**config.mk**
```make
export PLATFORM = sky130hd
export DESIGN_NAME = mem_port_arbiter
export DESIGN_NICKNAME = d
export VERILOG_FILES = /design/src/rtl/mem_port_arbiter.sv
export SDC_FILE = /design/constraint.sdc
export NUM_CORES = 1
export LEC_CHECK = 0
export CAP_MARGIN = 20
export CORE_MARGIN = 1
export CORE_UTILIZATION = 38
export DETAILED_ROUTE_END_ITERATION = 16
export GPL_ROUTABILITY_DRIVEN = 0
export GPL_TIMING_DRIVEN = 0
export PLACE_DENSITY = 0.76
export SLEW_MARGIN = 10
export SYNTH_ARGS = -nofsm -noshare
export SYNTH_HDL_FRONTEND = slang
export SYNTH_SLANG_ARGS = --single-unit
```
**constraint.sdc**
```tcl
create_clock -name clk -period 3.35 [get_ports clk]
set_clock_uncertainty 0.1 [all_clocks]
set_input_delay 0.67 -clock clk [delete_from_list [all_inputs] [get_ports clk]]
set_output_delay 0.67 -clock clk [all_outputs]
set_load 0.005 [all_outputs]
```
**src/rtl/mem_port_arbiter.sv**
```systemverilog
// Two-port arbiter in front of a single-ported RAM: port 0 is the CPU, port 1 a loader/DMA master.
// Round-robin on simultaneous requests by default; define MEM_ARB_FIXED_PRI_EN to give port 0 fixed priority.
module mem_port_arbiter #(
  parameter int AW     = 9,
  parameter int DW     = 16,
  parameter int RD_LAT = 1
) (
  input  logic          clk,
  input  logic          reset,
  input  logic [1:0]    m0_cmd,
  input  logic [AW-1:0] m0_addr,
  input  logic [DW-1:0] m0_wdata,
  output logic [DW-1:0] m0_rdata,
  output logic          m0_done,
  output logic          m0_stall,
  input  logic [1:0]    m1_cmd,
  input  logic [AW-1:0] m1_addr,
  input  logic [DW-1:0] m1_wdata,
  output logic [DW-1:0] m1_rdata,
  output logic          m1_done,
  output logic          m1_stall,
  output logic [1:0]    mem_cmd,
  output logic [AW-1:0] mem_addr,
  output logic [DW-1:0] mem_wdata,
  input  logic [DW-1:0] mem_rdata,
  output logic          grant
);

  localparam logic [1:0] CMD_NONE  = 2'b00;
  localparam logic [1:0] CMD_READ  = 2'b01;
  localparam logic [1:0] CMD_WRITE = 2'b10;
  localparam logic [2:0] RD_CNT    = 3'(RD_LAT);
  localparam logic [2:0] WR_CNT    = 3'd1;

  typedef enum logic [1:0] {
    ST_IDLE  = 2'b00,
    ST_ISSUE = 2'b01,
    ST_RESP  = 2'b10
  } state_t;

  state_t        state_q, state_d;
  logic [2:0]    cnt_q, cnt_d;
  logic          grant_q, grant_d;
  logic          last_q, last_d;
  logic          is_read_q, is_read_d;
  logic [1:0]    mem_cmd_q, mem_cmd_d;
  logic [AW-1:0] mem_addr_q, mem_addr_d;
  logic [DW-1:0] mem_wdata_q, mem_wdata_d;
  logic [DW-1:0] m0_rdata_q, m0_rdata_d;
  logic [DW-1:0] m1_rdata_q, m1_rdata_d;
  logic          m0_done_q, m0_done_d;
  logic          m1_done_q, m1_done_d;

  logic          m0_valid;
  logic          m1_valid;
  logic          sel_port;
  logic [1:0]    sel_cmd;
  logic [AW-1:0] sel_addr;
  logic [DW-1:0] sel_wdata;

  // 2'b11 is treated exactly like NONE
  assign m0_valid = (m0_cmd == CMD_READ) || (m0_cmd == CMD_WRITE);
  assign m1_valid = (m1_cmd == CMD_READ) || (m1_cmd == CMD_WRITE);

`ifdef MEM_ARB_FIXED_PRI_EN
  // Arbitration choice: CPU always wins a tie.
  always_comb begin
    if (m0_valid) begin
      sel_port = 1'b0;
    end else begin
      sel_port = 1'b1;
    end
  end
`else
  // Arbitration choice: on a tie, serve the port that was not served last.
  always_comb begin
    if (m0_valid && m1_valid) begin
      sel_port = ~last_q;
    end else if (m0_valid) begin
      sel_port = 1'b0;
    end else begin
      sel_port = 1'b1;
    end
  end
`endif

  // Request mux for the selected port.
  always_comb begin
    if (sel_port) begin
      sel_cmd   = m1_cmd;
      sel_addr  = m1_addr;
      sel_wdata = m1_wdata;
    end else begin
      sel_cmd   = m0_cmd;
      sel_addr  = m0_addr;
      sel_wdata = m0_wdata;
    end
  end

  // Next-state and datapath updates for the IDLE -> ISSUE -> RESP sequence.
  always_comb begin
    state_d     = state_q;
    cnt_d       = cnt_q;
    grant_d     = grant_q;
    last_d      = last_q;
    is_read_d   = is_read_q;
    mem_cmd_d   = mem_cmd_q;
    mem_addr_d  = mem_addr_q;
    mem_wdata_d = mem_wdata_q;
    m0_rdata_d  = m0_rdata_q;
    m1_rdata_d  = m1_rdata_q;
    m0_done_d   = 1'b0;
    m1_done_d   = 1'b0;

    case (state_q)
      ST_IDLE: begin
        mem_cmd_d = CMD_NONE;
        if (m0_valid || m1_valid) begin
          // mem_* registers double as the latched copy of the request
          grant_d     = sel_port;
          is_read_d   = (sel_cmd == CMD_READ);
          mem_cmd_d   = sel_cmd;
          mem_addr_d  = sel_addr;
          mem_wdata_d = sel_wdata;
          cnt_d       = (sel_cmd == CMD_READ) ? RD_CNT : WR_CNT;
          state_d     = ST_ISSUE;
        end else begin
          state_d = ST_IDLE;
        end
      end

      ST_ISSUE: begin
        if (cnt_q <= 3'd1) begin
          mem_cmd_d = CMD_NONE;
          state_d   = ST_RESP;
          if (grant_q) begin
            m1_done_d = 1'b1;
          end else begin
            m0_done_d = 1'b1;
          end
        end else begin
          cnt_d   = cnt_q - 3'd1;
          state_d = ST_ISSUE;
        end
      end

      ST_RESP: begin
        mem_cmd_d = CMD_NONE;
        last_d    = grant_q;
        state_d   = ST_IDLE;
        if (is_read_q) begin
          if (grant_q) begin
            m1_rdata_d = mem_rdata;
          end else begin
            m0_rdata_d = mem_rdata;
          end
        end else begin
          m0_rdata_d = m0_rdata_q;
        end
      end

      default: begin
        mem_cmd_d = CMD_NONE;
        state_d   = ST_IDLE;
      end
    endcase
  end

  // State and output registers; reset abandons any transaction in flight.
  always_ff @(posedge clk) begin
    if (reset) begin
      state_q     <= ST_IDLE;
      cnt_q       <= 3'd0;
      grant_q     <= 1'b0;
      last_q      <= 1'b1;
      is_read_q   <= 1'b0;
      mem_cmd_q   <= CMD_NONE;
      mem_addr_q  <= {AW{1'b0}};
      mem_wdata_q <= {DW{1'b0}};
      m0_rdata_q  <= {DW{1'b0}};
      m1_rdata_q  <= {DW{1'b0}};
      m0_done_q   <= 1'b0;
      m1_done_q   <= 1'b0;
    end else begin
      state_q     <= state_d;
      cnt_q       <= cnt_d;
      grant_q     <= grant_d;
      last_q      <= last_d;
      is_read_q   <= is_read_d;
      mem_cmd_q   <= mem_cmd_d;
      mem_addr_q  <= mem_addr_d;
      mem_wdata_q <= mem_wdata_d;
      m0_rdata_q  <= m0_rdata_d;
      m1_rdata_q  <= m1_rdata_d;
      m0_done_q   <= m0_done_d;
      m1_done_q   <= m1_done_d;
    end
  end

  assign mem_cmd   = mem_cmd_q;
  assign mem_addr  = mem_addr_q;
  assign mem_wdata = mem_wdata_q;
  assign m0_rdata  = m0_rdata_q;
  assign m1_rdata  = m1_rdata_q;
  assign m0_done   = m0_done_q;
  assign m1_done   = m1_done_q;
  assign grant     = grant_q;

  // Stall drops in the done cycle even if the requester still holds its command
  assign m0_stall  = m0_valid && !m0_done_q;
  assign m1_stall  = m1_valid && !m1_done_q;

endmodule

```
# Word level (Yosys, flattened, before mapping)
# Cells that the tools add are included.
# totals
register_bits	69
input_bits	72
output_inout_bits	64
# op_classes
n_addsub	1
n_lt_le_gt_ge	1
eq_ne	10
muxes	16
bitwise	4
n_reduce_logical	15
# ops
operator	count
$mux 16	1
$mux 9	1
$reduce_and 3->1	3
$eq 2x1->1 const B	4
$mux 2	4
$pmux 2 s2	2
$eq 2x2->1 const B	3
$mux 3	2
$ne 2x2->1 const B	3
$pmux 3 s2	1
$mux 1	5
$not 1->1	4
$le 3x1->1 const B	1
$logic_and 1x1->1	3
$logic_or 1x1->1	3
$reduce_or 3->1	1
$sub 3x1->3 const B	1
$logic_not 1->1	2
$logic_not 2->1	1
$reduce_and 2->1	1
$reduce_bool 2->1	1

# Logic depth before layout (Yosys ltp)
# Gate-level depths: netlist of the first run.
# logic_depth
word_depth	7
depth_mapped	6
ltp_nobuf	6

# Worst setup path after synthesis of the first run
# Ideal clock, no wire load.
# synth_timing
kind	in2out
from	in m1_cmd[1]
to	out m1_stall
arrival_ns	0.970
slack_ns	1.610
cell_stages	2
n_path_buf	0
path_cell_list	xnor2_2 > nor2_1
# synth_between
elab_chain_cells	3
word_cells_on_any_way	4
# synth_rtl
element	line	rtl
start, declared	16	input logic [1:0] m1_cmd,
$eq 2x1->1 or $eq 2x2->1 (tied branches)	63	assign m1_valid = (m1_cmd == CMD_READ) || (m1_cmd == CMD_WRITE);
$logic_or 1x1->1 (*)	63	
$logic_and 1x1->1 (*)	211	assign m1_stall = m1_valid && !m1_done_q;
end, declared	21	output logic m1_stall,
# Mark *: on every way between the ends. The rest lies on a longest branch, timed or not.

# Worst setup path after layout of the first run
# Same ends and word-level chain as after synthesis.

==> results of run 1 <==
-- cells by family (layout without fill, tap and decap cells) --
family,after synthesis,after routing
and+or+nand+nor,146,146
DFF,69,69
AOI/OAI and AO/OA,99,99
buffers and inverters,29,179
adders and majority gates,2,2
xor gates and xnor gates,3,3
-- final timing paths --
path	slack, ps	start	cells past startpoint	to
setup / recovery	540	m1_cmd[1]	4	m1_stall
hold / removal	360	m0_rdata[13]$_SDFFE_PP0P_	2	m0_rdata[13]$_SDFFE_PP0P_
setup reg to reg	1580	cnt_q[1]$_SDFFE_PP0P_	6	cnt_q[1]$_SDFFE_PP0P_
hold reg to reg	360	m0_rdata[13]$_SDFFE_PP0P_	2	m0_rdata[13]$_SDFFE_PP0P_
-- state kept, by name, summed over array words and instances, names as in the netlist, 2 cells and up --
| name | flops |
|---|---|
| cnt_q | 3 |
| m0_rdata | 16 |
| mem_addr | 9 |
| mem_cmd | 2 |
| m1_rdata | 16 |
| mem_wdata | 16 |
| state_q | 2 |
-- worst max-delay path, stage by stage --
cell and delay, ps:
clkdlybuf4s50_1 500, xnor2_2 330, nor2_1 80, clkdlybuf4s50_1 450
-- layout make-up --
cell class	count	area, sq um	share of cell area [%]
sequential	69	1381	31.36
tap	96	120.1	2.727
timing repair buffer	134	1341	30.45
inverter	5	18.77	0.4261
clock inverter	7	42.54	0.9659
clock buffer	9	123.9	2.813
multi-input combinational	250	1222	27.76
buffer	24	153.9	3.494
-- synth_stat cells, types with 2 or more instances --
cell | count | area [sq um]
buf_4 | 2 | 15.01
dfxtp_1 | 69 | 1381
nand2_1 | 119 | 446.7
clkbuf_2 | 2 | 10.01
nor2_1 | 10 | 37.54
nand3b_1 | 2 | 15.01
nor2b_1 | 2 | 12.51
o21a_1 | 2 | 15.01
nand3_1 | 2 | 10.01
a31oi_1 | 24 | 150.1
nand2b_1 | 3 | 18.77
buf_6 | 6 | 67.56
o21ai_1 | 13 | 65.06
ha_1 | 2 | 25.02
a21oi_1 | 38 | 190.2
nor3_1 | 3 | 15.01
buf_2 | 7 | 35.03
inv_1 | 5 | 18.77
clkbuf_1 | 6 | 22.52
o21ai_0 | 13 | 65.06
-- power groups by stage --
stage	combinational (mW)	clock, mW	sequential, mW
floorplan	0.223	0	0.958
global placement	0.508	0	0.956
detailed placement	0.511	0	0.958
CTS	0.516	0.587	0.941
global route	0.561	0.626	0.950
finish	0.510	0.574	0.941
-- per-layer routing --
layer  share of wire (%)  wire [um]  vias to the layer above  track usage (%)
met5                   0          0                        -                0
met4                 1.7        133                        0            7.601
met3                  10        815                       13            8.246
met2                  45       3544                      125            35.72
met1                  43       3358                     1267            24.43
li1                    -          -                     1460                -
-- metrics by stage --
stage	total power, mW	setup slack, ps	std cells
after global routing	2.138	439.2	594
after detailed placement	1.469	542.2	578
final	2.026	542.6	594
after CTS	2.044	529.2	594
after floorplan	1.181	1610	348
after global placement	1.464	554.9	578
==> out/metrics.cfg, run 1 <==
[cts]
ctsLongestPathBuffers=2
cts_tree=yes
ctsHoldBuffers=0
clk_latency_ps=330
post_cts_buffers=0
cts_sinks=69
cts_root_buffer=clkbuf_8
cts_resized=0
htree_num_levels=3
clkTransAtPathRegs_ps=70
cts_buffers=9

[pwr]
leakage_nw=1.614
seqPwrFrac_pct=46.5
p_per_area_nw_per_um2=460.0
intPower_mw=1.446
pwr-share-comb_pct=25.2
sw_frac_of_total_pct=28.64
p_sw_mw=0.5802
peakVddDrop_mv=0.2333
p_clk_share_pct=28.3

[detailed_routing]
postRouteAntennaNets=0
drc_errors=0
vias=2865
via_per_inst=4.823
avgRoutedWirePerCell_um=13.22
drt-initial-drc-count=75
dr.pass1.iters=4
drt-total-wl_mm=7.852

[yosys]
synth_edf_count=0
seq_area_frac_synth_pct=49.75
netlist_area_sq_um=2776
synth-seq-cells=69
syn_area_per_cell_sq_um=7.978
yosysWarnings=0
synth_top_family_by_area=simple AND/OR/NAND/NOR gates
synthMuxAreaShare_pct=0
async_reset_ff_share_pct=0
syn_nets=422
synthXorXnorAreaFrac_pct=1.217
ys.flop_type=dfxtp_1
syn_inst=348
synth_compound_area_share_pct=20.64
yosys.area_share.adder_pct=0.9013
synth_cell_types=38
synth_simple_gate_area_share_pct=21.27

[finish]
fin_util_pct=63.77
mostFrequentLayoutCells=clkdlybuf4s50_1, nand2_1, dfxtp_1
diodes=0
design_area_sq_um=4404
layout.nets=567
final_common_cell=clkdlybuf4s50_1
n_fill_cell=629
layout-drive-gt1-share_pct=7.631
area_growth_pct=58.63

[floorplan]
die_area_sq_um=7652
die_w_um=87.48
core_area_sq_um=6907
rows=30
io_pins=136
initial_utilization_pct=40.20
die_height_um=87.48

[setup_path]
critical_path_class=input pin to output port
end_kind=output port
worstPathMaxFanout=4
start_kind=input pin
cp.arrival_ps=2040
critPathRequiredTime_ps=2580

[timing]
fin_crit_sh_pct=83.80
tightest_slew_ps=500.6
slew_violations=0
whs_ps=355.9
final-setup-viol-count=0
fin_crit_ps=2807
relSlewSlack_pct=66.63
fmax_ghz=0.3562
hold_violations=0
finalSetupTns_ps=0
rsz0062_at_grt=no

[global_route]
grt_pass1_wl_mm=12.60
grt_max_degree=13
grt_antenna_before_repair=0
grt.total_usage_pct=21.23
grt_overflow=0
grt_pass1_vias=2764

[status]
status=completed

[job]
maxCapViolCount=0

[place]
hpwl_mm=5.951
numPortBuffers=134
dpl-instance-area_sq_um=4238

[min_path]
hold_class=flop to flop

(Power assumes the default switching activity.)
==> inputs of run 2 (changes only) <==
CORE_UTILIZATION = 36   (was 38)
clock period = 2.4 ns   (was 3.35 ns; I/O delays follow)
==> run 2 against run 1 <==
  * Final cell count up 0.84%
  * Routed wire length up 0.17%
  * Count of clock-buffer cells in the layout unchanged
  * Global-route usage down 1.1 points
  * Utilization down 3.3 points
  * First-iteration DRC count up 16%
  * Worst hold slack worse by 2.7 ps
  * Critical path type unchanged
  * Critical endpoint unchanged
==> out/metrics.cfg, run 2 (synthesized netlist as in run 1, its figures left out) <==
[pwr]
p_per_area_nw_per_um2=664.5  ; +44%
peakVddDrop_mv=0.3398  ; +46%
leakage_nw=1.669  ; +3.4%
total_power_mw=2.960  ; +46%

[cts]
cts_buffers=9  ; unchanged
cts_root_buffer=clkbuf_8
htree_num_levels=3  ; unchanged
clkTransAtPathRegs_ps=70  ; about the same
clk_latency_ps=340  ; about the same
cts_tree=yes
ctsLongestPathBuffers=2  ; unchanged
cts_sinks=69  ; unchanged

[floorplan]
initial_utilization_pct=37.67  ; -2.5 points
die_w_um=89.82  ; +2.7%
die_height_um=89.82  ; +2.7%
core_area_sq_um=7370  ; +6.7%
rows=31  ; +3.3%
io_pins=136  ; unchanged
die_area_sq_um=8068  ; +5.4%

[timing]
rsz0062_at_grt=no
fin_crit_ps=2361
hold_violations=0  ; unchanged
final-setup-viol-count=0  ; unchanged
relSlewSlack_pct=67.81  ; +1.2 points
whs_ps=353.2  ; -2.711 ps
tightest_slew_ps=482.9  ; -17.73 ps
slew_violations=0  ; unchanged
fmax_ghz=0.4236
finalSetupTns_ps=0  ; unchanged
fin_crit_sh_pct=98.37

[finish]
layout-drive-gt1-share_pct=8.000  ; +0.37 points
area_growth_pct=60.43
mostFrequentLayoutCells=clkdlybuf4s50_1, nand2_1, dfxtp_1
layout.nets=569  ; +0.35%
final_common_cell=clkdlybuf4s50_1
diodes=0  ; unchanged

[setup_path]
reg2reg_from=cnt_q[1]$_SDFFE_PP0P_
cp.arrival_ps=1780  ; -260 ps
crit_start=m1_cmd[0]
worstPathMaxFanout=4  ; unchanged
critPathRequiredTime_ps=1820  ; -760 ps
start_kind=input pin
critical_path_class=input pin to output port
end_kind=output port

[detailed_routing]
drt-initial-drc-count=87  ; +16%
drt-total-wl_mm=7.865  ; +0.17%
drc_errors=0  ; unchanged
postRouteAntennaNets=0  ; unchanged
vias=2909  ; +1.5%
avgRoutedWirePerCell_um=13.13  ; -0.67%
dr.pass1.iters=4  ; unchanged
via_per_inst=4.856  ; +0.69%

[global_route]
grt_pass1_vias=2903  ; +5.0%
grt_pass1_wl_mm=13.16  ; +4.4%
grt_overflow=0  ; unchanged
grt_antenna_before_repair=0  ; unchanged
grt_max_degree=13  ; unchanged
grt.total_usage_pct=20.14  ; -1.1 points

[job]
maxCapViolCount=0  ; unchanged

[min_path]
hold_start=m1_rdata[3]$_SDFFE_PP0P_
hold_class=flop to flop

[status]
status=completed

[place]
hpwl_mm=5.815  ; -2.3%
numPortBuffers=134  ; unchanged

## run 2: changes by cell type in the layout (fill, tap and decap cells not counted), sizes merged
| cell | before | now |
|---|---|---|
| clkinvlp | 3 | 1 |
| buf | 16 | 18 |
| clkinv | 4 | 5 |
| bufinv | 0 | 1 |
| clkdlybuf4s50 | 134 | 131 |
| dlymetal6s2s | 0 | 3 |
## run 2: layout make-up
| class | count | area (sq um) |
|---|---|---|
| well taps | 99 | 123.9 |
| flip-flops and latches | 69 | 1381 |
| fillers | 658 | 2915 |
| clock inverters | 7 | 66.31 |
| multi-input cells | 250 | 1222 |
| inverters | 5 | 18.77 |
| clock buffers | 9 | 123.9 |
| plain buffers | 24 | 153.9 |
| repair buffers | 136 | 1364 |
## run 2: repair_timing
action / in CTS / in global routing
pin swaps: 1 / 1
buffers inserted: 0 / 2
hold buffers: 0 / 0
gates cloned: 0 / 0
resized for setup: 0 / 3
endpoints found under the setup margin: 1 / 2
## run 2: worst max-delay path, cell delays in order
cell             delay (ps)
clkdlybuf4s50_1         490
xnor2_2                 200
nor2_1                  100
clkdlybuf4s50_1         510
## run 2: stage by stage
stage / utilization, % / cells / cell area, sq um / setup slack (ps)
after floorplan: - / 348 / 2776 / 829.6
after global placement: 57.56 / 581 / 4242 / 15.43
after detailed placement: 57.56 / 581 / 4242 / 6.758
after CTS: 60.14 / 597 / 4432 / 4.860
after global routing: 60.44 / 599 / 4454 / 5.337
final: 60.44 / 599 / 4454 / 39.11
## run 2: final timing paths
check                                                 to  slack (ps)  cells after the start
worst min register to register  m1_rdata[3]$_SDFFE_PP0P_         350                      2
worst max-delay path                            m1_stall          40                      4
worst min-delay path            m1_rdata[3]$_SDFFE_PP0P_         350                      2
worst max register to register     cnt_q[1]$_SDFFE_PP0P_         650                      6
## run 2: power breakdown
part           switching, mW  leakage [nW]  internal [mW]
clock network          0.453        0.0987          0.474
logic                  0.313          1.01          0.406
registers             0.0653         0.564           1.25
total                  0.831          1.67           2.13
## run 2: routing by layer
layer | GRT usage (%) | up-vias | wire, um
met2 | 33.78 | 115 | 3682
met3 | 7.445 | 13 | 649
met4 | 8.470 | 0 | 118
li1 | - | 1465 | -
met1 | 23.00 | 1316 | 3414
met5 | 0 | - | 0
